[src/rtl/uart_tx_word_serializer_if.sv]
// Word-in / byte-out bundle for uart_tx_word_serializer.
// master: word producer plus UART_TX busy feedback (drives word_in, word_valid, tx_busy).
// slave:  the serializer itself.
interface uart_tx_word_serializer_if #(
  parameter int DATA_WIDTH = 32,
  parameter int FIFO_DEPTH = 4
);
  localparam int CNT_W = $clog2(FIFO_DEPTH + 1);

  logic [DATA_WIDTH-1:0] word_in;
  logic                  word_valid;
  logic                  word_ready;
  logic                  tx_busy;
  logic [7:0]            tx_byte;
  logic                  tx_byte_valid;
  logic [CNT_W-1:0]      fifo_count;
  logic                  overflow;
  logic                  idle;

  modport master (
    output word_in, word_valid, tx_busy,
    input  word_ready, tx_byte, tx_byte_valid, fifo_count, overflow, idle
  );

  modport slave (
    input  word_in, word_valid, tx_busy,
    output word_ready, tx_byte, tx_byte_valid, fifo_count, overflow, idle
  );
endinterface

[src/rtl/uart_tx_word_serializer.sv]
// uart_tx_word_serializer: buffers DATA_WIDTH-bit words in a small FIFO and feeds them
// to UART_TX one byte per frame, LSB byte first, pacing on UART_TX's busy signal.
// A byte whose pulse is not acknowledged by busy within ACK_TIMEOUT cycles is re-sent.
// Optional feature macro: SERIALIZER_CHECKSUM_EN -- appends an XOR-of-bytes frame per word.
module uart_tx_word_serializer #(
  parameter int DATA_WIDTH  = 32,
  parameter int FIFO_DEPTH  = 4,
  parameter int ACK_TIMEOUT = 16
) (
  input logic                    clk,
  input logic                    rst_n,
  uart_tx_word_serializer_if.slave bus
);

  localparam int BYTES = DATA_WIDTH / 8;
  localparam int PTR_W = $clog2(FIFO_DEPTH);
  localparam int CNT_W = $clog2(FIFO_DEPTH + 1);
  localparam int IDX_W = (BYTES > 1) ? $clog2(BYTES) : 1;
  localparam int TMR_W = (ACK_TIMEOUT > 0) ? $clog2(ACK_TIMEOUT + 1) : 1;

  typedef enum logic [1:0] {
    S_IDLE,
    S_SEND,
    S_WAIT_BUSY,
    S_WAIT_DONE
  } state_t;

  // Word FIFO storage and bookkeeping
  logic [DATA_WIDTH-1:0] mem_reg [FIFO_DEPTH];
  logic [PTR_W-1:0]      wr_ptr_reg;
  logic [PTR_W-1:0]      rd_ptr_reg;
  logic [CNT_W-1:0]      count_reg;
  logic [CNT_W-1:0]      count_next;
  logic                  word_ready_int;
  logic                  push;
  logic                  pop;
  logic [DATA_WIDTH-1:0] head_word;

  // Serializer state
  state_t                state_reg;
  logic [DATA_WIDTH-1:0] shift_reg;
  logic [DATA_WIDTH-1:0] shift_next;
  logic [IDX_W-1:0]      byte_idx_reg;
  logic [TMR_W-1:0]      retry_reg;
  logic [7:0]            tx_byte_reg;
  logic                  overflow_reg;

`ifdef SERIALIZER_CHECKSUM_EN
  logic [7:0]            head_csum;
  logic [7:0]            csum_reg;
  logic                  csum_phase_reg;
`endif

  // Ready is forced low during reset so nothing is accepted while the FIFO is cleared.
  assign word_ready_int = rst_n && (count_reg < CNT_W'(FIFO_DEPTH));
  assign push           = bus.word_valid && word_ready_int;
  assign pop            = (state_reg == S_IDLE) && (count_reg != '0);
  assign head_word      = mem_reg[rd_ptr_reg];
  assign shift_next     = shift_reg >> 8;

  // Occupancy update: simultaneous push and pop cancel out
  always_comb begin
    count_next = count_reg;
    case ({push, pop})
      2'b10:   count_next = count_reg + CNT_W'(1);
      2'b01:   count_next = count_reg - CNT_W'(1);
      default: count_next = count_reg;
    endcase
  end

`ifdef SERIALIZER_CHECKSUM_EN
  // XOR of all data bytes of the word about to be popped
  always_comb begin
    head_csum = 8'h00;
    for (int i = 0; i < BYTES; i++) begin
      head_csum = head_csum ^ head_word[8*i +: 8];
    end
  end
`endif

  // FIFO storage write; contents need no reset since count gates every read
  always_ff @(posedge clk) begin
    if (push) begin
      mem_reg[wr_ptr_reg] <= bus.word_in;
    end
  end

  // FIFO pointers and occupancy; pointers wrap naturally at the power-of-2 depth
  always_ff @(posedge clk) begin
    if (!rst_n) begin
      wr_ptr_reg <= '0;
      rd_ptr_reg <= '0;
      count_reg  <= '0;
    end else begin
      if (push) begin
        wr_ptr_reg <= wr_ptr_reg + 1'b1;
      end
      if (pop) begin
        rd_ptr_reg <= rd_ptr_reg + 1'b1;
      end
      count_reg <= count_next;
    end
  end

  // Sticky flag for any word offered while the FIFO could not take it
  always_ff @(posedge clk) begin
    if (!rst_n) begin
      overflow_reg <= 1'b0;
    end else if (bus.word_valid && !word_ready_int) begin
      overflow_reg <= 1'b1;
    end
  end

  // Byte sequencer: pop a word, pulse each byte, wait for UART_TX to take and finish it
  always_ff @(posedge clk) begin
    if (!rst_n) begin
      state_reg      <= S_IDLE;
      shift_reg      <= '0;
      byte_idx_reg   <= '0;
      retry_reg      <= '0;
      tx_byte_reg    <= 8'h00;
`ifdef SERIALIZER_CHECKSUM_EN
      csum_reg       <= 8'h00;
      csum_phase_reg <= 1'b0;
`endif
    end else begin
      unique case (state_reg)
        S_IDLE: begin
          if (pop) begin
            shift_reg    <= head_word;
            tx_byte_reg  <= head_word[7:0];
            byte_idx_reg <= '0;
            state_reg    <= S_SEND;
`ifdef SERIALIZER_CHECKSUM_EN
            csum_reg       <= head_csum;
            csum_phase_reg <= 1'b0;
`endif
          end
        end
        S_SEND: begin
          // The pulse is exactly this one cycle; start the acknowledge window fresh
          retry_reg <= '0;
          state_reg <= S_WAIT_BUSY;
        end
        S_WAIT_BUSY: begin
          // Busy already high here counts as the acknowledge
          if (bus.tx_busy) begin
            state_reg <= S_WAIT_DONE;
          end else if (retry_reg == TMR_W'(ACK_TIMEOUT)) begin
            state_reg <= S_SEND;
          end else begin
            retry_reg <= retry_reg + TMR_W'(1);
          end
        end
        S_WAIT_DONE: begin
          if (!bus.tx_busy) begin
`ifdef SERIALIZER_CHECKSUM_EN
            if (csum_phase_reg) begin
              state_reg <= S_IDLE;
            end else if (byte_idx_reg < IDX_W'(BYTES - 1)) begin
              shift_reg    <= shift_next;
              tx_byte_reg  <= shift_next[7:0];
              byte_idx_reg <= byte_idx_reg + IDX_W'(1);
              state_reg    <= S_SEND;
            end else begin
              csum_phase_reg <= 1'b1;
              tx_byte_reg    <= csum_reg;
              state_reg      <= S_SEND;
            end
`else
            if (byte_idx_reg < IDX_W'(BYTES - 1)) begin
              shift_reg    <= shift_next;
              tx_byte_reg  <= shift_next[7:0];
              byte_idx_reg <= byte_idx_reg + IDX_W'(1);
              state_reg    <= S_SEND;
            end else begin
              state_reg <= S_IDLE;
            end
`endif
          end
        end
        default: state_reg <= S_IDLE;
      endcase
    end
  end

  assign bus.word_ready    = word_ready_int;
  assign bus.tx_byte       = tx_byte_reg;
  assign bus.tx_byte_valid = (state_reg == S_SEND);
  assign bus.fifo_count    = count_reg;
  assign bus.overflow      = overflow_reg;
  assign bus.idle          = !rst_n || ((state_reg == S_IDLE) && (count_reg == '0));

endmodule

[src/flat_wrapper.sv]
// flat-port wrapper written by rule: the top's interface ports become plain ports
module uart_tx_word_serializer_flat 
#(
  parameter int DATA_WIDTH  = 32,
  parameter int FIFO_DEPTH  = 4,
  parameter int ACK_TIMEOUT = 16
)
  (clk, rst_n, bus_word_in, bus_word_valid, bus_tx_busy, bus_word_ready, bus_tx_byte, bus_tx_byte_valid, bus_fifo_count, bus_overflow, bus_idle);
  uart_tx_word_serializer_if #(.DATA_WIDTH(DATA_WIDTH), .FIFO_DEPTH(FIFO_DEPTH)) bus_i ();
  input logic clk;
  input logic rst_n;
  input wire logic [$bits(bus_i.word_in)-1:0] bus_word_in;
  input wire logic [$bits(bus_i.word_valid)-1:0] bus_word_valid;
  input wire logic [$bits(bus_i.tx_busy)-1:0] bus_tx_busy;
  output wire logic [$bits(bus_i.word_ready)-1:0] bus_word_ready;
  output wire logic [$bits(bus_i.tx_byte)-1:0] bus_tx_byte;
  output wire logic [$bits(bus_i.tx_byte_valid)-1:0] bus_tx_byte_valid;
  output wire logic [$bits(bus_i.fifo_count)-1:0] bus_fifo_count;
  output wire logic [$bits(bus_i.overflow)-1:0] bus_overflow;
  output wire logic [$bits(bus_i.idle)-1:0] bus_idle;
  assign bus_i.word_in = bus_word_in;
  assign bus_i.word_valid = bus_word_valid;
  assign bus_i.tx_busy = bus_tx_busy;
  assign bus_word_ready = bus_i.word_ready;
  assign bus_tx_byte = bus_i.tx_byte;
  assign bus_tx_byte_valid = bus_i.tx_byte_valid;
  assign bus_fifo_count = bus_i.fifo_count;
  assign bus_overflow = bus_i.overflow;
  assign bus_idle = bus_i.idle;
  uart_tx_word_serializer #(.DATA_WIDTH(DATA_WIDTH), .FIFO_DEPTH(FIFO_DEPTH), .ACK_TIMEOUT(ACK_TIMEOUT)) u_core (.clk(clk), .rst_n(rst_n), .bus(bus_i));
endmodule
[config.mk]
export PLATFORM = sky130hd
export DESIGN_NAME = uart_tx_word_serializer_flat
export DESIGN_NICKNAME = d
export VERILOG_FILES = /design/src/rtl/uart_tx_word_serializer_if.sv /design/src/rtl/uart_tx_word_serializer.sv /design/src/flat_wrapper.sv
export SDC_FILE = /design/constraint.sdc
export NUM_CORES = 1
export LEC_CHECK = 0
export ABC_AREA = 0
export ABC_CLOCK_PERIOD_IN_PS = 2850
export BUFFER_PORTS_ARGS = -buffer_cell sky130_fd_sc_hd__buf_2
export CAP_MARGIN = 20
export CORE_MARGIN = 4
export CORE_UTILIZATION = 41
export DETAILED_ROUTE_END_ITERATION = 12
export PLACE_DENSITY_LB_ADDON = 0.08
export SLEW_MARGIN = 20
export SYNTH_ARGS = -nofsm -noshare
export SYNTH_HDL_FRONTEND = slang
export SYNTH_SLANG_ARGS = --single-unit
export TNS_END_PERCENT = 10
[constraint.sdc]
create_clock -name clk -period 2.85 [get_ports clk]
set_input_delay 0.57 -clock clk [delete_from_list [all_inputs] [get_ports clk]]
set_output_delay 0.57 -clock clk [all_outputs]
set_load 0.005 [all_outputs]
==> results by group, run 1 <==
Floorplanning
  – CORE AREA: 17200 µm²
  – Die Wd: 141 µm
  – Die H: 141 µm
  – Die area: 19800 µm²
  – Boundary Pins: 51
  – Initial Utilization: 0.418
  – Num rows: 48

Power and ir drop
  – Leakage power: 2.92 nW
  – Total Power: 7.97 mW
  – PD cells: 964 nW/µm²
  – Worst vdd ir: 0.509 mV

Final layout
  – Fillers: 1488
  – Ant diodes: 0
  – Most common cell after layout, fill and taps aside: edfxtp_1
  – Final nets: 566
  – Layout Area Growth over Synthesis: 14.8%
  – Commonest non-fill, non-tap cells in the layout: 128 x edfxtp_1, 50 x dfxtp_1, 50 x buf_2
  – Non-Filler Instances: 759
  – Share of cells above drive strength 1: 0.294
  – Max reg flops: 128

Hold path
  – Type of the most critical hold path: primary input to flip-flop

Critical path
  – WP data required: 3210 ps
  – Crit end category: flip-flop
  – CP arrival: 2540 ps
  – Startpoint Class: flip-flop
  – Worst setup path class: flip-flop to flip-flop
  – Critical path peak fanout: 6

Synthesis
  – Sequential fraction of the synthesis area: 0.675
  – Post-synth EDFFs: 128
  – #FFs+latches synth: 179
  – Mapped Cells: 471
  – Yosys Warn Count: 0
  – Mapped Nets: 516
  – Post-Synthesis Cell Area: 7210 µm²
  – Async SR Flop Fraction: 0
  – Synth Flop Type: edfxtp_1
  – Cell variety after synth: 46
  – Synthesized area per cell: 15.3 µm²

STA
  – Clk_skew: 11.4 ps
  – Peak Freq: 457 MHz
  – Final count of hold timing violations: 0
  – Minimum clock period: 2190 ps
  – Part of the cycle the worst path needs: 0.767
  – Setup TNS: 0 ps
  – Worst setup margin: 663 ps
  – Final-report max-slew violation count: 0
  – Tightest Pin Transition: 525 ps
  – RSZ-0062 raised after global routing: no
  – Slew margin rel.: 0.649
  – Final setup violation count: 0

Placement
  – I/O Buffers: 50
  – Detailed placement HPWL: 8640 µm
  – Dpl cells: 727
  – DP Worst Slack: 371 ps
  – Final Wtd Congestion: 0.688

Drt
  – Drt wl/cell: 18.6 µm
  – Post-DRT Antenna Nets: 0
  – Pre-Repair DR Iteration Count: 5
  – DR vias/cell: 5.20
  – Vias: 3948
  – Final wirelength: 14100 µm
  – 1st-iter DRT viols: 224
  – DRC: 0

Run status
  – Status: completed

Clock network
  – CTS tree: built
  – PostCTS Resize Cnt: 0
  – TritonCTS Buffers: 17
  – Bufs on Longest Clock Path: 2
  – Htree depth: 4
  – Clk sinks: 179
  – Clock latency at the later pin of the worst-skew pair: 430 ps
  – Post-CTS Setup Bufs: 0
  – Hold buffers post-CTS: 0
  – Clock Tree Root: clkbuf_16
  – Clk slew on worst S/H paths: 70 ps

Job
  – Max-cap check violation count: 0

GRT
  – GRT overflow: 0
  – Global-route wire length before repair: 22600 µm
  – GRT Overall Usage: 0.150
  – Largest net degree at the start of global routing: 51
  – Vias in the first global route: 3944
  – Initial antenna violation count: 0
[power breakdown]
part | switching (mW) | total (mW) | internal, mW | leakage [nW]
logic | 1.17 | 2.12 | 0.949 | 1.04
registers | 0.294 | 3.47 | 3.18 | 1.58
clock network | 0.962 | 2.38 | 1.42 | 0.303
[cell usage after synthesis, types with 2 or more instances]
cell	count	area [µm²]
a21boi_1	2	15.0
a21oi_1	27	135
a221oi_1	5	43.8
a221oi_2	20	300
a22oi_1	8	60.1
and2_1	8	50.1
and3_1	4	25.0
buf_2	11	55.1
buf_4	13	97.6
buf_6	4	45.0
clkbuf_1	7	26.3
dfxtp_1	51	1020
edfxtp_1	128	3840
ha_1	8	100
inv_1	8	30.0
inv_2	2	7.51
mux2_2	24	270
mux2i_1	28	280
mux4_2	8	180
nand2_1	6	22.5
nand2b_1	3	18.8
nand3_1	4	20.0
nand3b_1	2	15.0
nand4bb_1	2	22.5
nor2_1	24	90.1
nor2b_1	13	81.3
o21ai_0	22	110
o21ai_1	6	30.0
or3_1	2	12.5
xnor2_1	5	43.8
[layer usage]
| metal | GRT usage | vias up | wire length, µm | part of all wire |
|---|---|---|---|---|
| li1 | - | 1885 | - | - |
| met1 | 0.205 | 1986 | 6650 | 0.47 |
| met2 | 0.238 | 66 | 6790 | 0.48 |
| met3 | 0.0346 | 11 | 500 | 0.035 |
| met4 | 0.0520 | 0 | 155 | 0.011 |
| met5 | 0 | - | 0 | 0 |
[logic make-up (layout without fill, tap and decap cells)]
family / Yosys count / in the layout / share of synthesized area
DFF: 179 / 179 / 0.675
AOI/OAI and AO/OA: 95 / 95 / 0.102
and+or+nand+nor: 75 / 75 / 0.0585
muxes: 62 / 62 / 0.105
buffers and inverters: 45 / 108 / 0.0363
adders and majority gates: 9 / 9 / 0.0167
xor gates and xnor gates: 6 / 6 / 0.00729
[worst paths after layout]
check / startpoint / to / slack (ps) / depth (start not counted)
max: u_core.bus.fifo_count[2] / u_core.bus.fifo_count[2] / 660 / 8
min: bus_word_in[27] / u_core.mem_reg[2][27] / 350 / 1
max reg2reg: u_core.bus.fifo_count[2] / u_core.bus.fifo_count[2] / 660 / 8
min reg2reg: u_core.byte_idx_reg[1] / u_core.byte_idx_reg[1] / 460 / 2
[critical path, stage by stage (launching register included)]
cell,delay [ps]
dfxtp_1,360
nor2b_1,260
and2_1,260
inv_2,40
ha_1,210
fa_1,380
xnor2_1,150
or3_1,310
a21boi_1,150
[final cells by class]
class	instances	area, µm²	share of cell area
inverter	10	37.5	0.00454
tap	225	282	0.0340
timing repair buffer	66	383	0.0463
clock inverter	11	123	0.0148
clock buffer	21	493	0.0596
sequential	179	4870	0.588
multi-input combinational	247	2090	0.253
[stage by stage]
stage | utilization | area [µm²] | hold WS, ps
4_1_cts | 0.480 | 8280 | 330
2_1_floorplan | - | 7210 | 434
5_1_grt | 0.480 | 8280 | 342
6_report | 0.480 | 8280 | 350
3_5_place_dp | 0.444 | 7660 | 458
3_3_place_gp | 0.444 | 7660 | 447
Note: power is estimated with default switching activity, not from simulation.
==> inputs of run 2 (changes only) <==
Settings changed: ABC_AREA 0 to 1, ABC_CLOCK_PERIOD_IN_PS 2850 to 1800.
Clock period 2.85 ns to 1.8 ns, I/O delays scaled along.
==> run 2 against run 1 <==
Worst setup slack got worse by 600 ps. Non-clock buffer count rose by 19. Clock power rose by 41%. Clock skew rose by 2.2 ps. Hold slack got worse by 200 ps. Synthesized cell count rose by 77%. Critical endpoint unchanged.
==> results by group, run 2 <==
GRT
  – GRT overflow: 0 (unchanged)
  – GRT Overall Usage: 0.172 (was 0.150)
  – Global-route wire length before repair: 27600 µm (was 22600 µm)
  – Largest net degree at the start of global routing: 38 (was 51)
  – Vias in the first global route: 5389 (was 3944)
  – Initial antenna violation count: 0 (unchanged)

Drt
  – Drt wl/cell: 15.4 µm (was 18.6 µm)
  – Post-DRT Antenna Nets: 0 (unchanged)
  – Vias: 5533 (was 3948)
  – Pre-Repair DR Iteration Count: 5 (unchanged)
  – Final wirelength: 17400 µm (was 14100 µm)
  – 1st-iter DRT viols: 302 (was 224)
  – DR vias/cell: 4.90 (was 5.20)
  – DRC: 0 (unchanged)

Clock network
  – Htree depth: 4 (unchanged)
  – Bufs on Longest Clock Path: 2 (unchanged)
  – Clock Tree Root: clkbuf_16 (unchanged)
  – TritonCTS Buffers: 17 (unchanged)
  – CTS tree: built (unchanged)
  – Hold buffers post-CTS: 0 (unchanged)
  – Clk sinks: 179 (unchanged)
  – Clock latency at the later pin of the worst-skew pair: 430 ps (about the same)
  – Clk slew on worst S/H paths: 70 ps (about the same)

Placement
  – I/O Buffers: 50 (unchanged)
  – Detailed placement HPWL: 10900 µm (was 8640 µm)
  – Placed Area: 8370 µm² (was 7660 µm²)
  – Dpl cells: 1096 (was 727)
  – Final Wtd Congestion: 0.786 (was 0.688)

Critical path
  – Critical path peak fanout: 2 (was 6)
  – WP data required: 2110 ps (was 3210 ps)
  – CP arrival: 2040 ps (was 2540 ps)
  – Crit end category: flip-flop (unchanged)
  – Startpoint Class: flip-flop (unchanged)
  – Worst setup path class: flip-flop to flip-flop (unchanged)

Final layout
  – Most common cell after layout, fill and taps aside: nand2_1 (was edfxtp_1)
  – Fillers: 1654 (was 1488)
  – Design area: 8950 µm² (was 8280 µm²)
  – Commonest non-fill, non-tap cells in the layout: 281 x nand2_1, 128 x edfxtp_1, 99 x nor2_1 (was 128 x edfxtp_1, 50 x dfxtp_1, 50 x buf_2)
  – Non-Filler Instances: 1129 (was 759)
  – Ant diodes: 0 (unchanged)
  – Final nets: 932 (was 566)
  – Max reg flops: 128 (unchanged)
  – Layout Area Growth over Synthesis: 16.5% (was 14.8%)
  – Share of cells above drive strength 1: 0.151 (was 0.294)
  – Finished Core Util: 0.491 (was 0.480)

Job
  – Max-cap check violation count: 0 (unchanged)

Floorplanning
  – Num rows: 49 (was 48)
  – Boundary Pins: 51 (unchanged)
  – Die area: 21000 µm² (was 19800 µm²)
  – Die Wd: 145 µm (was 141 µm)
  – Die H: 145 µm (was 141 µm)
  – CORE AREA: 18200 µm² (was 17200 µm²)
  – Initial Utilization: 0.422 (was 0.418)

STA
  – Hold Slack: 147 ps (was 350 ps)
  – Final count of hold timing violations: 0 (unchanged)
  – Final setup violation count: 0 (unchanged)
  – RSZ-0062 raised after global routing: yes (was no)
  – Tightest Pin Transition: 444 ps (was 525 ps)
  – Minimum clock period: 1730 ps (was 2190 ps)
  – Peak Freq: 577 MHz (was 457 MHz)
  – Final-report max-slew violation count: 0 (unchanged)
  – Part of the cycle the worst path needs: 0.963 (was 0.767)
  – Slew margin rel.: 0.704 (was 0.649)
  – Clk_skew: 13.6 ps (was 11.4 ps)

Synthesis
  – Area share of the leading cell type in the synthesized netlist: 0.500 (was 0.533)
  – Post-synth EDFFs: 128 (unchanged)
  – Synth Flop Type: edfxtp_1 (unchanged)
  – Cell variety after synth: 22 (was 46)
  – Mapped Cells: 832 (was 471)
  – #FFs+latches synth: 179 (unchanged)
  – Synth cell count leaders: 284 x nand2_1, 128 x edfxtp_1, 105 x nor2_1, 79 x inv_1, 51 x dfxtp_1 (was 128 x edfxtp_1, 51 x dfxtp_1, 28 x mux2i_1, 27 x a21oi_1)
  – Area leader, netlist: edfxtp_1 (unchanged)
  – Async SR Flop Fraction: 0 (unchanged)
  – Mapped Nets: 877 (was 516)
  – Synthesized area per cell: 9.23 µm² (was 15.3 µm²)
  – Sequential fraction of the synthesis area: 0.633 (was 0.675)
  – Synth top area cells: edfxtp_1 50%, nand2_1 14%, dfxtp_1 13% (was edfxtp_1 53%, dfxtp_1 14%, a221oi_2 4.2%)
  – Post-Synthesis Cell Area: 7680 µm² (was 7210 µm²)
  – Yosys Warn Count: 0 (unchanged)
  – Most common cell in the netlist: nand2_1 (was edfxtp_1)

Hold path
  – Type of the most critical hold path: primary input to flip-flop (unchanged)

Power and ir drop
  – Internal power: 8.41 mW (was 5.55 mW)
  – Clock power share: 0.255 (was 0.299)
  – Worst vdd ir: 0.833 mV (was 0.509 mV)
  – PD cells: 1470 nW/µm² (was 964 nW/µm²)
  – Sw frac: 0.363 (was 0.304)
  – Flop pwr share: 0.392 (was 0.435)
  – Total Power: 13.2 mW (was 7.97 mW)
  – Psw: 4.79 mW (was 2.43 mW)
  – Leakage power: 3.87 nW (was 2.92 nW)
  – Combinational power share: 0.353 (was 0.266)

Run status
  – Status: completed (unchanged)
-- run 2: changes by cell type in the layout (fill, tap and decap cells not counted), sizes merged, moves of 16 or more --
cell	change
nand4	+24
nand3	+39
nor2	+80
mux2i	-29
o21ai	-16
inv	+73
nand2	+278
a221oi	-25
buf	+19
mux2	-25
-- run 2: power by group through the flow --
stage	sequential [mW]	combinational, mW	clock [mW]
2_1_floorplan	5.21	3.17	0
3_3_place_gp	5.23	4.54	0
3_5_place_dp	5.24	4.62	0
4_1_cts	5.16	4.67	3.44
6_report	5.17	4.66	3.36
5_1_grt	5.22	5.34	3.64
-- run 2: timing repair --
item / CTS / global route
endpoints found under the setup margin: 2 / 4
resized for setup: 3 / 11
endpoints found under the hold margin: 0 / 0
setup buffers: 0 / 1
pin swaps: 0 / 4
-- run 2: metal layers --
| layer | track usage | vias to the layer above | routed length [µm] | share of wire |
|---|---|---|---|---|
| met5 | 0 | - | 0 | 0 |
| met4 | 0.0515 | 0 | 194 | 0.011 |
| met3 | 0.0329 | 17 | 686 | 0.040 |
| met2 | 0.295 | 104 | 8680 | 0.50 |
| met1 | 0.223 | 2629 | 7790 | 0.45 |
| li1 | - | 2783 | - | - |
-- run 2: worst max-delay path, cell delays in order, from the launching register on --
cell,delay [ps]
dfxtp_2,340
nor2_4,110
nand2_1,70
nand2_2,70
inv_1,60
ha_2,200
fa_2,370
o21ai_1,180
xor2_1,170
nor2_1,50
-- run 2: final cells by class --
type	instances	area [µm²]	area share
Sequential cell	179	4870	0.544
Clock buffer	18	429	0.0480
Multi-Input combinational cell	522	2340	0.261
Tap cell	229	287	0.0320
Inverter	82	308	0.0344
Clock inverter	14	106	0.0119
Timing Repair Buffer	85	613	0.0685
-- run 2: logic make-up after synthesis --
family | Yosys count | synth area share
AND/OR/NAND/NOR | 456 | 0.239
flip-flops | 179 | 0.633
buffers and inverters | 131 | 0.0707
AO/OA/AOI/OAI | 53 | 0.0368
adder cells (fa/ha/maj) | 9 | 0.0156
XOR/XNOR | 4 | 0.00456
-- run 2: path summary, 6_finish.rpt --
check / slack (ps) / to / cells after the start / start
setup / recovery: 70 / u_core.bus.fifo_count[2] / 9 / u_core.bus.fifo_count[1]
hold / removal: 150 / u_core.mem_reg[3][16] / 1 / bus_word_in[16]
setup reg to reg: 70 / u_core.bus.fifo_count[2] / 9 / u_core.bus.fifo_count[1]
hold reg to reg: 470 / flip-flop / 2 / u_core.rd_ptr_reg[1]
-- run 2: through the flow --
stage | setup TNS (ps) | setup slack (ps)
after floorplan | -34070 | -265
after global placement | -37.6 | -37.6
after detailed placement | -58.7 | -58.7
after CTS | 0 | 2.40
after global routing | -76.7 | -61.0
final | 0 | 65.9
==> inputs of run 3 (changes only) <==
Settings changed: CELL_PAD_IN_SITES_DETAIL_PLACEMENT set to 0, CELL_PAD_IN_SITES_GLOBAL_PLACEMENT set to 1.
==> run 3 against run 2 <==
Clock skew down 5.6 ps. Flip-flop and latch count unchanged. Non-clock buffer count down 1. Critical path type unchanged. Largest cell class unchanged. Highest routed layer unchanged.
==> results by group, run 3 (same netlist as run 2, synthesis figures left out) <==
Final layout
  – Max reg flops: 128 (unchanged)
  – Final nets: 931 (was 932)
  – Commonest non-fill, non-tap cells in the layout: 283 x nand2_1, 128 x edfxtp_1, 99 x nor2_1 (was 281 x nand2_1, 128 x edfxtp_1, 99 x nor2_1)
  – Layout Area Growth over Synthesis: 17.0% (was 16.5%)
  – Share of cells above drive strength 1: 0.151 (about the same)
  – Ant diodes: 0 (unchanged)
  – Most common cell after layout, fill and taps aside: nand2_1 (unchanged)

Clock network
  – Clk slew on worst S/H paths: 70 ps (about the same)
  – Hold buffers post-CTS: 0 (unchanged)
  – Clk sinks: 179 (unchanged)
  – Clock latency at the later pin of the worst-skew pair: 430 ps (about the same)
  – Bufs on Longest Clock Path: 2 (unchanged)
  – Clock Tree Root: clkbuf_16 (unchanged)
  – CTS tree: built (unchanged)
  – Htree depth: 4 (unchanged)
  – TritonCTS Buffers: 17 (unchanged)

Critical path
  – Worst setup path class: flip-flop to flip-flop (unchanged)
  – Crit end category: flip-flop (unchanged)
  – Critical path peak fanout: 2 (unchanged)
  – Crit path from: u_core.bus.fifo_count[1] (unchanged)
  – WP data required: 2120 ps (was 2110 ps)
  – Most frequent CP cell: nand2_1
  – CP Cell Sequence: nor2_4 -> nand2_1 -> nand2_1 -> inv_2 -> ha_4 -> fa_2 -> a21oi_2 -> o21ai_2 -> xor2_1 -> nor2_1 (was nor2_4 -> nand2_1 -> nand2_2 -> inv_1 -> ha_2 -> fa_2 -> o21ai_1 -> xor2_1 -> nor2_1)
  – CP arrival: 2100 ps (was 2040 ps)
  – Max incr delay on CP: 390 ps (was 370 ps)
  – Critical-path top delay cell: fa_2 (unchanged)
  – Startpoint Class: flip-flop (unchanged)
  – RR Startpoint: u_core.bus.fifo_count[1] (unchanged)

GRT
  – Vias in the first global route: 5296 (was 5389)
  – GRT Overall Usage: 0.173 (was 0.172)
  – GRT overflow: 0 (unchanged)
  – Global-route wire length before repair: 27500 µm (was 27600 µm)
  – Initial antenna violation count: 0 (unchanged)
  – Largest net degree at the start of global routing: 68 (was 38)

Floorplanning
  – Die H: 145 µm (unchanged)
  – CORE AREA: 18200 µm² (unchanged)
  – Die Wd: 145 µm (unchanged)
  – Initial Utilization: 0.422 (unchanged)
  – Num rows: 49 (unchanged)
  – Boundary Pins: 51 (unchanged)
  – Die area: 21000 µm² (unchanged)

Drt
  – Drt wl/cell: 15.3 µm (was 15.4 µm)
  – 1st-iter DRT viols: 201 (was 302)
  – DRC: 0 (unchanged)
  – DR vias/cell: 4.80 (was 4.90)
  – Final wirelength: 17300 µm (was 17400 µm)
  – Pre-Repair DR Iteration Count: 4 (was 5)
  – Post-DRT Antenna Nets: 0 (unchanged)
  – Vias: 5414 (was 5533)

Power and ir drop
  – PD cells: 1510 nW/µm² (was 1470 nW/µm²)
  – Leakage power: 3.92 nW (was 3.87 nW)
  – Worst vdd ir: 0.720 mV (was 0.833 mV)

STA
  – Minimum clock period: 1780 ps (was 1730 ps)
  – Final-report max-slew violation count: 0 (unchanged)
  – Clk_skew: 8.01 ps (was 13.6 ps)
  – Final setup violation count: 0 (unchanged)
  – Worst setup margin: 22.7 ps (was 65.9 ps)
  – Setup TNS: 0 ps (unchanged)
  – Final count of hold timing violations: 0 (unchanged)
  – Slew margin rel.: 0.715 (was 0.704)
  – Tightest Pin Transition: 428 ps (was 444 ps)
  – Part of the cycle the worst path needs: 0.987 (was 0.963)
  – Peak Freq: 563 MHz (was 577 MHz)

Placement
  – Detailed placement HPWL: 10400 µm (was 10900 µm)
  – I/O Buffers: 50 (unchanged)
  – DP Worst Slack: -98.4 ps (was -58.7 ps)
  – Final Wtd Congestion: 0.757 (was 0.786)

Hold path
  – Min-delay src: bus_word_in[30] (was bus_word_in[16])
  – Type of the most critical hold path: primary input to flip-flop (unchanged)

Run status
  – Status: completed (unchanged)

Job
  – Max-cap check violation count: 0 (unchanged)
run 3: path summary, 6_finish.rpt:
path | end | slack [ps] | cells after the start
setup / recovery | u_core.bus.fifo_count[2] | 20 | 10
hold reg to reg | u_core.rd_ptr_reg[1] | 470 | 2
setup reg to reg | u_core.bus.fifo_count[2] | 20 | 10
hold / removal | u_core.mem_reg[1][30] | 140 | 1
run 3: where the power goes:
| group | internal [mW] | switching, mW |
|---|---|---|
| combinational | 1.82 | 3.03 |
| clock | 1.95 | 1.64 |
| sequential | 4.93 | 0.230 |
| total | 8.70 | 4.91 |
run 3: timing repair:
| item | 4_1_cts | 5_1_grt |
|---|---|---|
| endpoints found under the setup margin | 2 | 4 |
| setup buffers | 1 | 3 |
| gates cloned | 0 | 0 |
| pin swaps | 1 | 6 |
| gates resized for setup | 5 | 14 |
run 3: cell type report:
| class | instances | area (µm²) |
|---|---|---|
| timing repair buffer | 84 | 622 |
| fill | 1646 | 9220 |
| inverter | 82 | 308 |
| tap | 229 | 287 |
| clock inverter | 14 | 141 |
| multi-input combinational | 522 | 2340 |
| sequential | 179 | 4870 |
| clock buffer | 17 | 425 |
run 3: worst max-delay path: cells and delay by family (launching register included):
kind	cells	cell delay, ps
flip-flops	1	340
buffers and inverters	1	60
AO/OA/AOI/OAI	2	260
adder cells (fa/ha/maj)	2	550
XOR/XNOR	1	140
AND/OR/NAND/NOR	4	320
run 3: layer usage:
metal | part of all wire | wire length (µm) | track usage
met1 | 0.45 | 7850 | 0.223
met2 | 0.50 | 8630 | 0.298
met3 | 0.036 | 621 | 0.0388
met4 | 0.011 | 184 | 0.0432
met5 | 0 | 0 | 0
run 3: metrics by stage:
step,total power [mW],instance area [µm²],utilization,hold slack (ps),cells
after global placement,9.81,8340,0.458,446,1093
after floorplan,8.38,7690,-,433,832
after CTS,13.6,8930,0.490,124,1125
final,13.6,8990,0.494,142,1127
after global routing,14.7,8990,0.494,127,1127
after detailed placement,9.88,8340,0.458,454,1093
